==> config.mk <==
export PLATFORM = sky130hd
export DESIGN_NAME = hdmi_timing_ctrl
export DESIGN_NICKNAME = d
export VERILOG_FILES = /design/src/rtl/hdmi_timing_pkg.sv /design/src/rtl/hdmi_sync_window.sv /design/src/rtl/hdmi_timing_ctrl.sv
export SDC_FILE = /design/constraint.sdc
export NUM_CORES = 1
export LEC_CHECK = 0
export BUFFER_PORTS_ARGS = -buffer_cell sky130_fd_sc_hd__clkbuf_2
export CAP_MARGIN = 10
export CORE_ASPECT_RATIO = 1.4
export CORE_MARGIN = 5
export CORE_UTILIZATION = 35
export CTS_CLUSTER_DIAMETER = 80
export CTS_CLUSTER_SIZE = 25
export DETAILED_ROUTE_END_ITERATION = 10
export PLACE_DENSITY_LB_ADDON = 0.2
export SYNTH_ARGS = -nofsm -noshare
export SYNTH_HDL_FRONTEND = slang
export SYNTH_SLANG_ARGS = --single-unit
==> constraint.sdc <==
create_clock -name pxl_clk -period 8.22 [get_ports pxl_clk]
set_clock_uncertainty 0.1 [all_clocks]
set_input_delay 2.055 -clock pxl_clk [delete_from_list [all_inputs] [get_ports pxl_clk]]
set_output_delay 2.055 -clock pxl_clk [all_outputs]
set_load 0.1 [all_outputs]
==> src/rtl/hdmi_timing_pkg.sv <==
// Shared types and constants for the HDMI/DVI video timing controller:
// FSM encoding, the mode record and the power-on 640x480 timing.
package hdmi_timing_pkg;

    localparam int HDMI_BW = 12;
    localparam int HDMI_BH = 11;

    localparam logic [1:0] ST_IDLE  = 2'd0;
    localparam logic [1:0] ST_LOAD  = 2'd1;
    localparam logic [1:0] ST_RUN   = 2'd2;
    localparam logic [1:0] ST_DRAIN = 2'd3;

    typedef enum logic [1:0] {
        IDLE  = ST_IDLE,
        LOAD  = ST_LOAD,
        RUN   = ST_RUN,
        DRAIN = ST_DRAIN
    } state_e;

    typedef struct packed {
        logic [HDMI_BW-1:0] fw;
        logic [HDMI_BW-1:0] sw;
        logic [HDMI_BW-1:0] hs;
        logic [HDMI_BW-1:0] hl;
        logic [HDMI_BH-1:0] fh;
        logic [HDMI_BH-1:0] sh;
        logic [HDMI_BH-1:0] vs;
        logic [HDMI_BH-1:0] vl;
        logic               pol;
    } mode_t;

    localparam mode_t MODE_DEFAULT = '{
        fw: 12'd800, sw: 12'd640, hs: 12'd16, hl: 12'd96,
        fh: 11'd525, sh: 11'd480, vs: 11'd10, vl: 11'd2,
        pol: 1'b0
    };

    // A mode needs at least one blank column/row so position (0,0) is never active.
    function automatic logic mode_ok(input mode_t m);
        return (m.fw > m.sw) && (m.fh > m.sh) &&
               (m.fw >= HDMI_BW'(2)) && (m.fh >= HDMI_BH'(2));
    endfunction

endpackage

==> src/rtl/hdmi_sync_window.sv <==
// In-window flag for a sync pulse: start <= cnt < start + len, with the end
// computed one bit wider so a window reaching past the counter range still works.
module hdmi_sync_window #(
    parameter int W = 12
) (
    input  logic [W-1:0] cnt_i,
    input  logic [W-1:0] start_i,
    input  logic [W-1:0] len_i,
    output logic         in_win_o
);

    logic [W:0] end_w;

    assign end_w    = {1'b0, start_i} + {1'b0, len_i};
    assign in_win_o = (cnt_i >= start_i) && ({1'b0, cnt_i} < end_w);

endmodule

==> src/rtl/hdmi_timing_ctrl.sv <==
// Runtime-configurable video timing generator; a new mode is taken from a
// shadow register only at a frame boundary so no frame is ever torn.
module hdmi_timing_ctrl
    import hdmi_timing_pkg::*;
#(
    parameter int BIT_WIDTH  = HDMI_BW,
    parameter int BIT_HEIGHT = HDMI_BH
) (
    input  logic                  pxl_clk,
    input  logic                  rst,
    input  logic                  enable,
    input  logic                  cfg_valid,
    output logic                  cfg_ready,
    input  logic [BIT_WIDTH-1:0]  cfg_frame_width,
    input  logic [BIT_WIDTH-1:0]  cfg_screen_width,
    input  logic [BIT_WIDTH-1:0]  cfg_hsync_start,
    input  logic [BIT_WIDTH-1:0]  cfg_hsync_len,
    input  logic [BIT_HEIGHT-1:0] cfg_frame_height,
    input  logic [BIT_HEIGHT-1:0] cfg_screen_height,
    input  logic [BIT_HEIGHT-1:0] cfg_vsync_start,
    input  logic [BIT_HEIGHT-1:0] cfg_vsync_len,
    input  logic                  cfg_sync_pol,
    output logic                  cfg_err,
    output logic [BIT_WIDTH-1:0]  cx,
    output logic [BIT_HEIGHT-1:0] cy,
    output logic                  hsync,
    output logic                  vsync,
    output logic                  video_active,
    output logic                  pxl_req,
    output logic                  frame_start,
    output logic                  running,
    output logic [1:0]            state_dbg
);

    localparam logic [BIT_WIDTH-1:0]  ONE_X = {{(BIT_WIDTH-1){1'b0}}, 1'b1};
    localparam logic [BIT_HEIGHT-1:0] ONE_Y = {{(BIT_HEIGHT-1){1'b0}}, 1'b1};

    state_e                state_q, state_d;
    mode_t                 live_q, live_d, shad_q, shad_d, cfg_in;
    logic                  pend_q, pend_d;
    logic [BIT_WIDTH-1:0]  cx_q, cx_d, cx_n;
    logic [BIT_HEIGHT-1:0] cy_q, cy_d, cy_n;
    logic                  accept, cfg_good, cx_wrap, cy_wrap, nx_wrap, ny_wrap;
    logic                  active_d, in_h, in_v;
    logic [BIT_WIDTH-1:0]  h_blank;
    logic [BIT_HEIGHT-1:0] v_blank;
    logic                  rdy_q, err_q, hsync_q, vsync_q, va_q, req_q, fs_q, run_q;

    // Config handshake: a transfer happens on a rising edge where cfg_valid and
    // cfg_ready are both 1; cfg_ready is registered and never depends on cfg_valid.
    assign accept   = cfg_valid && rdy_q;
    assign cfg_good = mode_ok(cfg_in);

    always_comb begin
        cfg_in     = MODE_DEFAULT;
        cfg_in.fw  = cfg_frame_width;
        cfg_in.sw  = cfg_screen_width;
        cfg_in.hs  = cfg_hsync_start;
        cfg_in.hl  = cfg_hsync_len;
        cfg_in.fh  = cfg_frame_height;
        cfg_in.sh  = cfg_screen_height;
        cfg_in.vs  = cfg_vsync_start;
        cfg_in.vl  = cfg_vsync_len;
        cfg_in.pol = cfg_sync_pol;
    end

    assign cx_wrap = (cx_q == live_q.fw - ONE_X);
    assign cy_wrap = (cy_q == live_q.fh - ONE_Y);

    always_comb begin
        state_d = state_q;
        live_d  = live_q;
        shad_d  = shad_q;
        pend_d  = pend_q;
        cx_d    = '0;
        cy_d    = '0;
        if (accept && cfg_good) begin
            shad_d = cfg_in;
            pend_d = 1'b1;
        end
        case (state_q)
            IDLE: begin
                if ((accept && cfg_good) || enable) state_d = LOAD;
            end
            LOAD: begin
                if (pend_q) begin
                    live_d = shad_q;
                    pend_d = 1'b0;
                end
                state_d = enable ? RUN : IDLE;
            end
            RUN, DRAIN: begin
                cx_d = cx_wrap ? '0 : cx_q + ONE_X;
                cy_d = cx_wrap ? (cy_wrap ? '0 : cy_q + ONE_Y) : cy_q;
                if (state_q == RUN) begin
                    if ((accept && cfg_good) || !enable) state_d = DRAIN;
                end else if (cx_wrap && cy_wrap) begin
                    state_d = LOAD;
                end
            end
            default: state_d = IDLE;
        endcase
    end

    // Position one step beyond cx_d/cy_d, so pxl_req can lead video_active.
    // Leaving RUN/DRAIN only happens after the last pixel, whose successor (0,0)
    // is always blank, so the plain count successor is sufficient.
    assign nx_wrap = (cx_d == live_d.fw - ONE_X);
    assign ny_wrap = (cy_d == live_d.fh - ONE_Y);
    assign cx_n    = nx_wrap ? '0 : cx_d + ONE_X;
    assign cy_n    = nx_wrap ? (ny_wrap ? '0 : cy_d + ONE_Y) : cy_d;

    assign active_d = (state_d == RUN) || (state_d == DRAIN);
    assign h_blank  = live_d.fw - live_d.sw;
    assign v_blank  = live_d.fh - live_d.sh;

    hdmi_sync_window #(.W(BIT_WIDTH)) u_hwin (
        .cnt_i    (cx_d),
        .start_i  (live_d.hs),
        .len_i    (live_d.hl),
        .in_win_o (in_h)
    );

    hdmi_sync_window #(.W(BIT_HEIGHT)) u_vwin (
        .cnt_i    (cy_d),
        .start_i  (live_d.vs),
        .len_i    (live_d.vl),
        .in_win_o (in_v)
    );

    always_ff @(posedge pxl_clk or posedge rst) begin
        if (rst) begin
            state_q <= IDLE;
            live_q  <= MODE_DEFAULT;
            shad_q  <= MODE_DEFAULT;
            pend_q  <= 1'b0;
            cx_q    <= '0;
            cy_q    <= '0;
            rdy_q   <= 1'b0;
            err_q   <= 1'b0;
            hsync_q <= 1'b1;
            vsync_q <= 1'b1;
            va_q    <= 1'b0;
            req_q   <= 1'b0;
            fs_q    <= 1'b0;
            run_q   <= 1'b0;
        end else begin
            state_q <= state_d;
            live_q  <= live_d;
            shad_q  <= shad_d;
            pend_q  <= pend_d;
            cx_q    <= cx_d;
            cy_q    <= cy_d;
            rdy_q   <= (state_d == IDLE) || (state_d == RUN);
            err_q   <= accept && !cfg_good;
            hsync_q <= (active_d && in_h) ? live_d.pol : ~live_d.pol;
            vsync_q <= (active_d && in_v) ? live_d.pol : ~live_d.pol;
            va_q    <= active_d && (cx_d >= h_blank) && (cy_d >= v_blank);
            req_q   <= active_d && (cx_n >= h_blank) && (cy_n >= v_blank);
            fs_q    <= active_d && (cx_d == '0) && (cy_d == '0);
            run_q   <= active_d;
        end
    end

    assign cfg_ready    = rdy_q;
    assign cfg_err      = err_q;
    assign cx           = cx_q;
    assign cy           = cy_q;
    assign hsync        = hsync_q;
    assign vsync        = vsync_q;
    assign video_active = va_q;
    assign pxl_req      = req_q;
    assign frame_start  = fs_q;
    assign running      = run_q;
    assign state_dbg    = state_q;

endmodule

==> metrics.md, run 1 <==
| Metric | Value |
|---|---|
| Run status | `finished, final reports clean` |
| Synth area leader | `dfrtp_1` |
| Worst reg-to-reg path cell count | `23` |
| Most common cell after layout, fill and taps aside | `dfrtp_1` |
| Total Neg Setup Slack | `0 ns` |
| Total of max-cap violations | `0` |
| Slowest stage delay, CP | `0.60 ns` |
| Root Buffer | `clkbuf_16` |
| # rows | `91` |
| Crit end category | `register` |
| Synthesis-to-layout area growth | `10.9%` |
| Total routed wirelength | `46.6 mm` |
| Clk sinks | `220` |
| Most frequent cells in the layout | `180 x dfrtp_1, 167 x ha_1, 165 x nand2_1` |
| ANT nets after route | `0` |
| VDD IR max | `approximately 160 uV` |
| Wire length per cell | `approximately 20 um` |
| Unrepaired setup endpoints after global routing | `no` |
| R2r startpoint | `live_q[87]` |
| Post-Syn Instances | `approximately 1700` |
| Met3 Use GR | `0.0206` |
| Met2 Usage GRT | `0.345` |
| DR iter-0 viols | `766` |
| Leakage | `8.81 nW` |
| Netlist cell types | `roughly 80` |
| Hold crit path type | `register to register` |
| Die Ht | `roughly 260 um` |
| Post-synth EDFFs | `0` |
| Slowest library cell on the worst path | `a2111oi_4` |
| Primary FF master, synth | `dfrtp_1` |
| Core region area | `between 40000 and 50000 sq um` |
| Fraction of registers with async set/reset | `1.00` |
| Syn Nets | `a little under 2000` |
| WS Path Type | `register to register` |
| Delay-heaviest family, CP | `compound AO/OA/AOI/OAI gates` |
| Placed cell areas | `17000 sq um` |
| Worst path cell trace | `or4_4, or4_1, a2111o_1, a22oi_1, nand2_1, nor4b_1, o21ai_2, xnor3_1, a2111o_1, a2111oi_4, nor2_1, ha_1, nor2b_1, o21a_1, o21a_1, o21a_1, o21ai_0, nand2b_1, a21oi_1, nor2b_1, o21ai_0, a21oi_1, o311a_1` |
| Measured slew at the worst slew-check pin | `a little under 1 ns` |
| Gr ovfl total | `0` |
| First-pass detailed-route iteration total | `5` |
| Clock period minus worst slack | `roughly 7 ns` |
| Ant diodes | `0` |
| Htree depth | `1` |
| Power density over the cells | `268 nW/um^2` |
| Via count | `12300` |
| Final #Nets | `2022` |
| Final Cell Area | `17400 sq um` |
| Slew HR | `0.339` |
| Total CTS buffers | `14` |
| Post-synth top area share | `0.287` |
| IO Port Bufs | `about 130` |
| # setup viols final | `0` |
| Worst slack, placed | `about 1.3 ns` |
| CTS tree | `yes` |
| Register area share after synthesis | `0.354` |
| Crit path DAT | `between 7 and 8 ns` |
| Hold Path Sink | `live_q[10]` |
| Worst skew pair latency | `around 0.52 ns` |
| Reg2reg setup slack | `approximately 1.1 ns` |
| Largest cells by area after synthesis | `dfrtp_1 29%, ha_1 13%, mux2_2 6.8%` |
| Via density per instance | `5.28` |
| Initial antenna violation count | `0` |
| Final GP Congestion | `0.928` |
| Hold path cells | `2` |
| First-pass GRT wire length | `73.0 mm` |
| Fin. max-slew vios | `0` |
| Crit path max fanout | `13` |
| GRT Util Overall | `0.187` |
| Max Root-Sink Buffers | `3` |
| I/O pin count | `130` |
| Maximum clock frequency | `~140 MHz` |
| DRC violations left | `0` |
| Hold Buf Count CTS | `0` |
| Critical Path Start Type | `register` |
| Clk slew on worst S/H paths | `between 0.1 and 0.15 ns` |
| HPWL after DPL | `~37 mm` |
| GRT busiest layer | `met2` |
| Largest net degree at the start of global routing | `115` |
| Die Area | `49300 sq um` |
| GR Util met1 | `0.224` |
| Reg2reg end | `pxl_req` |
| Worst Path Buf+Inv | `0` |
| Initial Util | `0.355` |
| Mean Syn Cell Area | `roughly 9.5 sq um` |
| Number of synthesized register bits | `220` |
| Worst path most repeated cell | `o21a_1` |
| Post CTS Setup Buffer Count | `0` |
| Vias in the first global route | `~13000` |
| Cells resized by post-CTS repair | `0` |
| Fin Hold WS | `0.387 ns` |
| Number of synthesis warnings | `0` |
| Total design power | `approximately 4.7 mW` |
| Die X | `about 190 um` |
| Slack of the critical path | `between 1 and 1.5 ns` |
| Final Hold Vio Count | `0` |
| Final period util | `0.862` |
| Hold Crit Start | `live_q[10]` |
| Synthesized area | `15700 sq um` |
| Share of cells above drive strength 1 | `0.186` |
| Filler cells | `4393` |
| WP data required | `8.54 ns` |
## cells in the mapped netlist (4+ instances only)
cell,n
a21o_1,39
a21oi_1,70
a22oi_1,5
a311oi_1,4
a31oi_1,6
and2_1,10
and3_1,12
and4_1,4
buf_1,9
buf_2,4
clkbuf_1,46
dfrtp_1,180
dfstp_2,40
fa_1,4
ha_1,167
inv_1,133
mux2_2,95
mux2i_1,61
nand2_1,165
nand2b_1,18
nand3_1,36
nand4_1,27
nor2_1,103
nor2b_1,23
nor3_1,34
nor3b_1,4
nor4_1,15
o2111ai_1,4
o211ai_1,10
o21a_1,24
o21ai_0,53
o21bai_1,10
o311a_1,5
o31ai_1,6
o41ai_1,4
or2_2,6
or3_1,17
or4_1,11
xnor2_1,82
xor2_1,41
## registers in the layout (all words and copies together) (netlist names), 2 cells and up
register,count
state_dbg,2
cy,11
live_q,93
cx,12
shad_q,93
## layer usage
metal	routed length [um]	vias to the layer above
li1	-	6032
met1	19500	5942
met2	24000	216
met3	1520	65
met4	1660	0
met5	0	-
## where the power goes
group	total, mW	switching [mW]	internal (mW)
registers	1.47	0.175	1.29
logic	2.41	1.44	0.968
clock network	0.783	0.422	0.361
## stage by stage
step / instances / utilization
2_1_floorplan: 1655 / -
3_3_place_gp: 2296 / 0.383
3_5_place_dp: 2296 / 0.383
4_1_cts: 2320 / 0.393
5_1_grt: 2320 / 0.393
6_report: 2320 / 0.393
## final cells by class
class	instances	area (sq um)	share of cell area
Clock buffer	18	397	0.0228
Clock inverter	6	63.8	0.00366
Inverter	133	507	0.0291
Multi-Input combinational cell	1241	9420	0.541
Sequential cell	220	5560	0.319
Tap cell	558	698	0.0401
Timing Repair Buffer	144	771	0.0443
## worst max path at each step
stage	start	endpoint	slack, ns	depth (start not counted)
after floorplan	rst	cfg_err	0.11	1
after global placement	state_dbg[0]	pxl_req	1.39	26
after detailed placement	state_dbg[0]	pxl_req	1.27	26
after CTS	state_dbg[0]	pxl_req	1.24	26
after global routing	state_dbg[0]	pxl_req	0.63	26
final	live_q[87]	pxl_req	1.13	23
## worst reg2reg max path: cells and delay by family (launching register included)
| kind | cells | cell delay [ns] |
|---|---|---|
| and+or+nand+nor | 8 | 2.37 |
| xor gates and xnor gates | 1 | 0.37 |
| AOI/OAI and AO/OA | 13 | 3.35 |
| DFF | 1 | 0.50 |
| adders and majority gates | 1 | 0.31 |
## cell families after synthesis
| group | Yosys count | synth area share |
|---|---|---|
| simple gates | 502 | 0.157 |
| compound gates | 287 | 0.125 |
| flops | 220 | 0.354 |
| buf+inv | 194 | 0.0476 |
| fa+ha+maj | 171 | 0.138 |
| mux | 156 | 0.107 |
| xor+xnor | 125 | 0.0715 |
(Power assumes the default switching activity.)
==> inputs of run 2 (changes only) <==
CAP_MARGIN = default   (was 10)
clock period = 6.8 ns   (was 8.22 ns; I/O delays follow)
==> run 2 against run 1 <==
  * Combinational power increased by 22%
  * Clock-buffer cell count is 1 higher
  * Final area rose by 1.3%
  * Non-clock buffer count rose by 23
  * Global-route usage rose by 0.44 points
  * Worst hold slack better by 0.0038 ns
  * Critical path type unchanged
  * Largest power group unchanged
==> metrics.md, run 2 (synthesis gave the netlist of run 1 again) <==
| Metric | Value |
|---|---|
| Run status | `finished, final reports clean` |
| Worst reg-to-reg path cell count | `24 (+4.3%)` |
| Crit path max fanout | `10 (-3)` |
| Gr ovfl total | `0 (unchanged)` |
| Synthesis-to-layout area growth | `12.4%` |
| Total routed wirelength | `47.3 mm (+1.3%)` |
| WS Path Type | `register to register` |
| ANT nets after route | `0 (unchanged)` |
| Hold path cells | `2 (unchanged)` |
| Critical Path Start Type | `register` |
| Power density over the cells | `322 nW/um^2 (+20%)` |
| Clk sinks | `220 (unchanged)` |
| Vias in the first global route | `13200 (+3.3%)` |
| Die Ht | `261 um (unchanged)` |
| Ant diodes | `0 (unchanged)` |
| Total of max-cap violations | `0 (unchanged)` |
| Crit path DAT | `6.75 ns (-0.66 ns)` |
| CTS tree | `yes` |
| Clock period minus worst slack | `6.46 ns (-0.629 ns)` |
| Wire length per cell | `20.2 um (+0.35%)` |
| Setup crit start | `live_q[87]` |
| Slack of the critical path | `0.340 ns (-0.791 ns)` |
| IO Port Bufs | `129 (unchanged)` |
| Htree depth | `1 (unchanged)` |
| Final period util | `0.950 (+0.0876)` |
| Area taken by flip-flops and latches | `5560 sq um (about the same)` |
| Total Neg Setup Slack | `0 ns (unchanged)` |
| Largest net degree at the start of global routing | `111 (-3.5%)` |
| Root Buffer | `clkbuf_16` |
| Max Root-Sink Buffers | `3 (unchanged)` |
| Unrepaired setup endpoints after global routing | `no` |
| Final Hold Vio Count | `0 (unchanged)` |
| Most common cell after layout, fill and taps aside | `dfrtp_1` |
| WP data required | `7.09 ns (-1.45 ns)` |
| Worst slack, placed | `0.380 ns (-0.888 ns)` |
| # setup viols final | `0 (unchanged)` |
| Worst skew pair latency | `0.52 ns (about the same)` |
| Total CTS buffers | `14 (unchanged)` |
| Maximum clock frequency | `155 MHz (+9.7%)` |
| I/O pin count | `130 (unchanged)` |
| Via count | `12400 (+1.1%)` |
| Fin. max-slew vios | `0 (unchanged)` |
| Reg2reg setup slack | `0.34 ns (-0.79 ns)` |
| Core region area | `44300 sq um (unchanged)` |
| Slew HR | `0.321 (-0.0179)` |
| Via density per instance | `5.29 (+0.10%)` |
| DR iter-0 viols | `671 (-12%)` |
| HPWL after DPL | `37.5 mm (+2.2%)` |
| First-pass detailed-route iteration total | `5 (unchanged)` |
| VDD IR max | `174 uV (+12%)` |
| Initial Util | `0.355 (unchanged)` |
| Die X | `189 um (unchanged)` |
| Crit end category | `register` |
| # rows | `91 (unchanged)` |
| Clk slew on worst S/H paths | `0.10 ns (about the same)` |
| R2r startpoint | `live_q[87]` |
| First-pass GRT wire length | `74.5 mm (+2.1%)` |
| Leakage | `8.95 nW (+1.5%)` |
| Fin Hold WS | `0.390 ns (+0.00382 ns)` |
| Area of the multi-input gates | `9430 sq um (about the same)` |
| Share of cells above drive strength 1 | `0.196 (+0.0105)` |
| Measured slew at the worst slew-check pin | `1.02 ns (+0.0323 ns)` |
| Die Area | `49300 sq um (unchanged)` |
| Hold Buf Count CTS | `0 (unchanged)` |
| Hold crit path type | `register to register` |
| Initial antenna violation count | `0 (unchanged)` |
| Most frequent cells in the layout | `179 x dfrtp_1, 167 x ha_1, 165 x nand2_1` |
| DRC violations left | `0 (unchanged)` |
| Hold Crit Start | `live_q[47]` |
| Final GP Congestion | `0.902 (-2.9%)` |
| Filler cells | `4416 (+0.52%)` |
| Final #Nets | `2045 (+1.1%)` |
| GRT Util Overall | `0.191 (+0.00439)` |
==> run 2: cell types whose count changed in the layout (fill, tap and decap cells not counted), moves of 2 or more <==
cell	delta
buf_12	+2
buf_4	+21
clkinv_2	-3
clkinv_8	+2
inv_16	-2
==> run 2: layout make-up <==
class	instances	share of cell area
Multi-Input combinational cell	1241	0.534
Sequential cell	220	0.315
Timing Repair Buffer	167	0.0549
Tap cell	558	0.0396
Inverter	133	0.0285
Clock buffer	19	0.0227
Clock inverter	5	0.00510
==> run 2: routing by layer <==
layer | GRT usage | vias up | part of all wire
li1 | - | 6075 | -
met1 | 0.227 | 6029 | 0.41
met2 | 0.348 | 218 | 0.51
met3 | 0.0198 | 67 | 0.031
met4 | 0.0826 | 0 | 0.046
met5 | 0 | - | 0
==> run 2: where the power goes <==
part / switching [mW] / total, mW / internal (mW)
logic: 1.76 / 2.94 / 1.18
registers: 0.202 / 1.76 / 1.56
clock network: 0.511 / 0.985 / 0.474
total: 2.47 / 5.69 / 3.22
==> run 2: path summary, 6_finish.rpt <==
path | to
worst max-delay path | pxl_req
worst min register to register | live_q[47]
worst min-delay path | live_q[47]
min in group asynchronous | cfg_err
max in group asynchronous | live_q[1]
worst max register to register | pxl_req
==> run 2: worst max-delay path: stages (launching register included) <==
cell	delay, ns
dfrtp_1	0.50
or4_4	0.57
or4_1	0.42
a2111o_1	0.45
and2_4	0.19
or4_4	0.48
a22o_1	0.25
o21ai_2	0.32
xnor3_1	0.38
a2111o_1	0.39
a2111oi_4	0.32
buf_4	0.23
o21bai_1	0.13
ha_1	0.17
nor2b_1	0.04
o21a_1	0.16
o21a_1	0.16
o21a_1	0.15
o21ai_0	0.13
nand2b_1	0.08
a21oi_1	0.15
nor2b_1	0.06
o21ai_0	0.14
a21oi_1	0.08
o311a_1	0.29
==> run 2: stage by stage <==
stage               instance area (sq um)  utilization  instances  power, mW
finish                              17600        0.398       2343       5.69
CTS                                 17600        0.398       2343       5.78
detailed placement                  17100        0.387       2319       4.75
global route                        17600        0.398       2343       6.16
global placement                    17100        0.387       2319       4.72
floorplan                           15700            -       1655       3.87
==> run 2: timing repair <==
item	CTS	global route
resized for setup	0	2
setup endpoints to repair	0	1
setup buffers	0	0
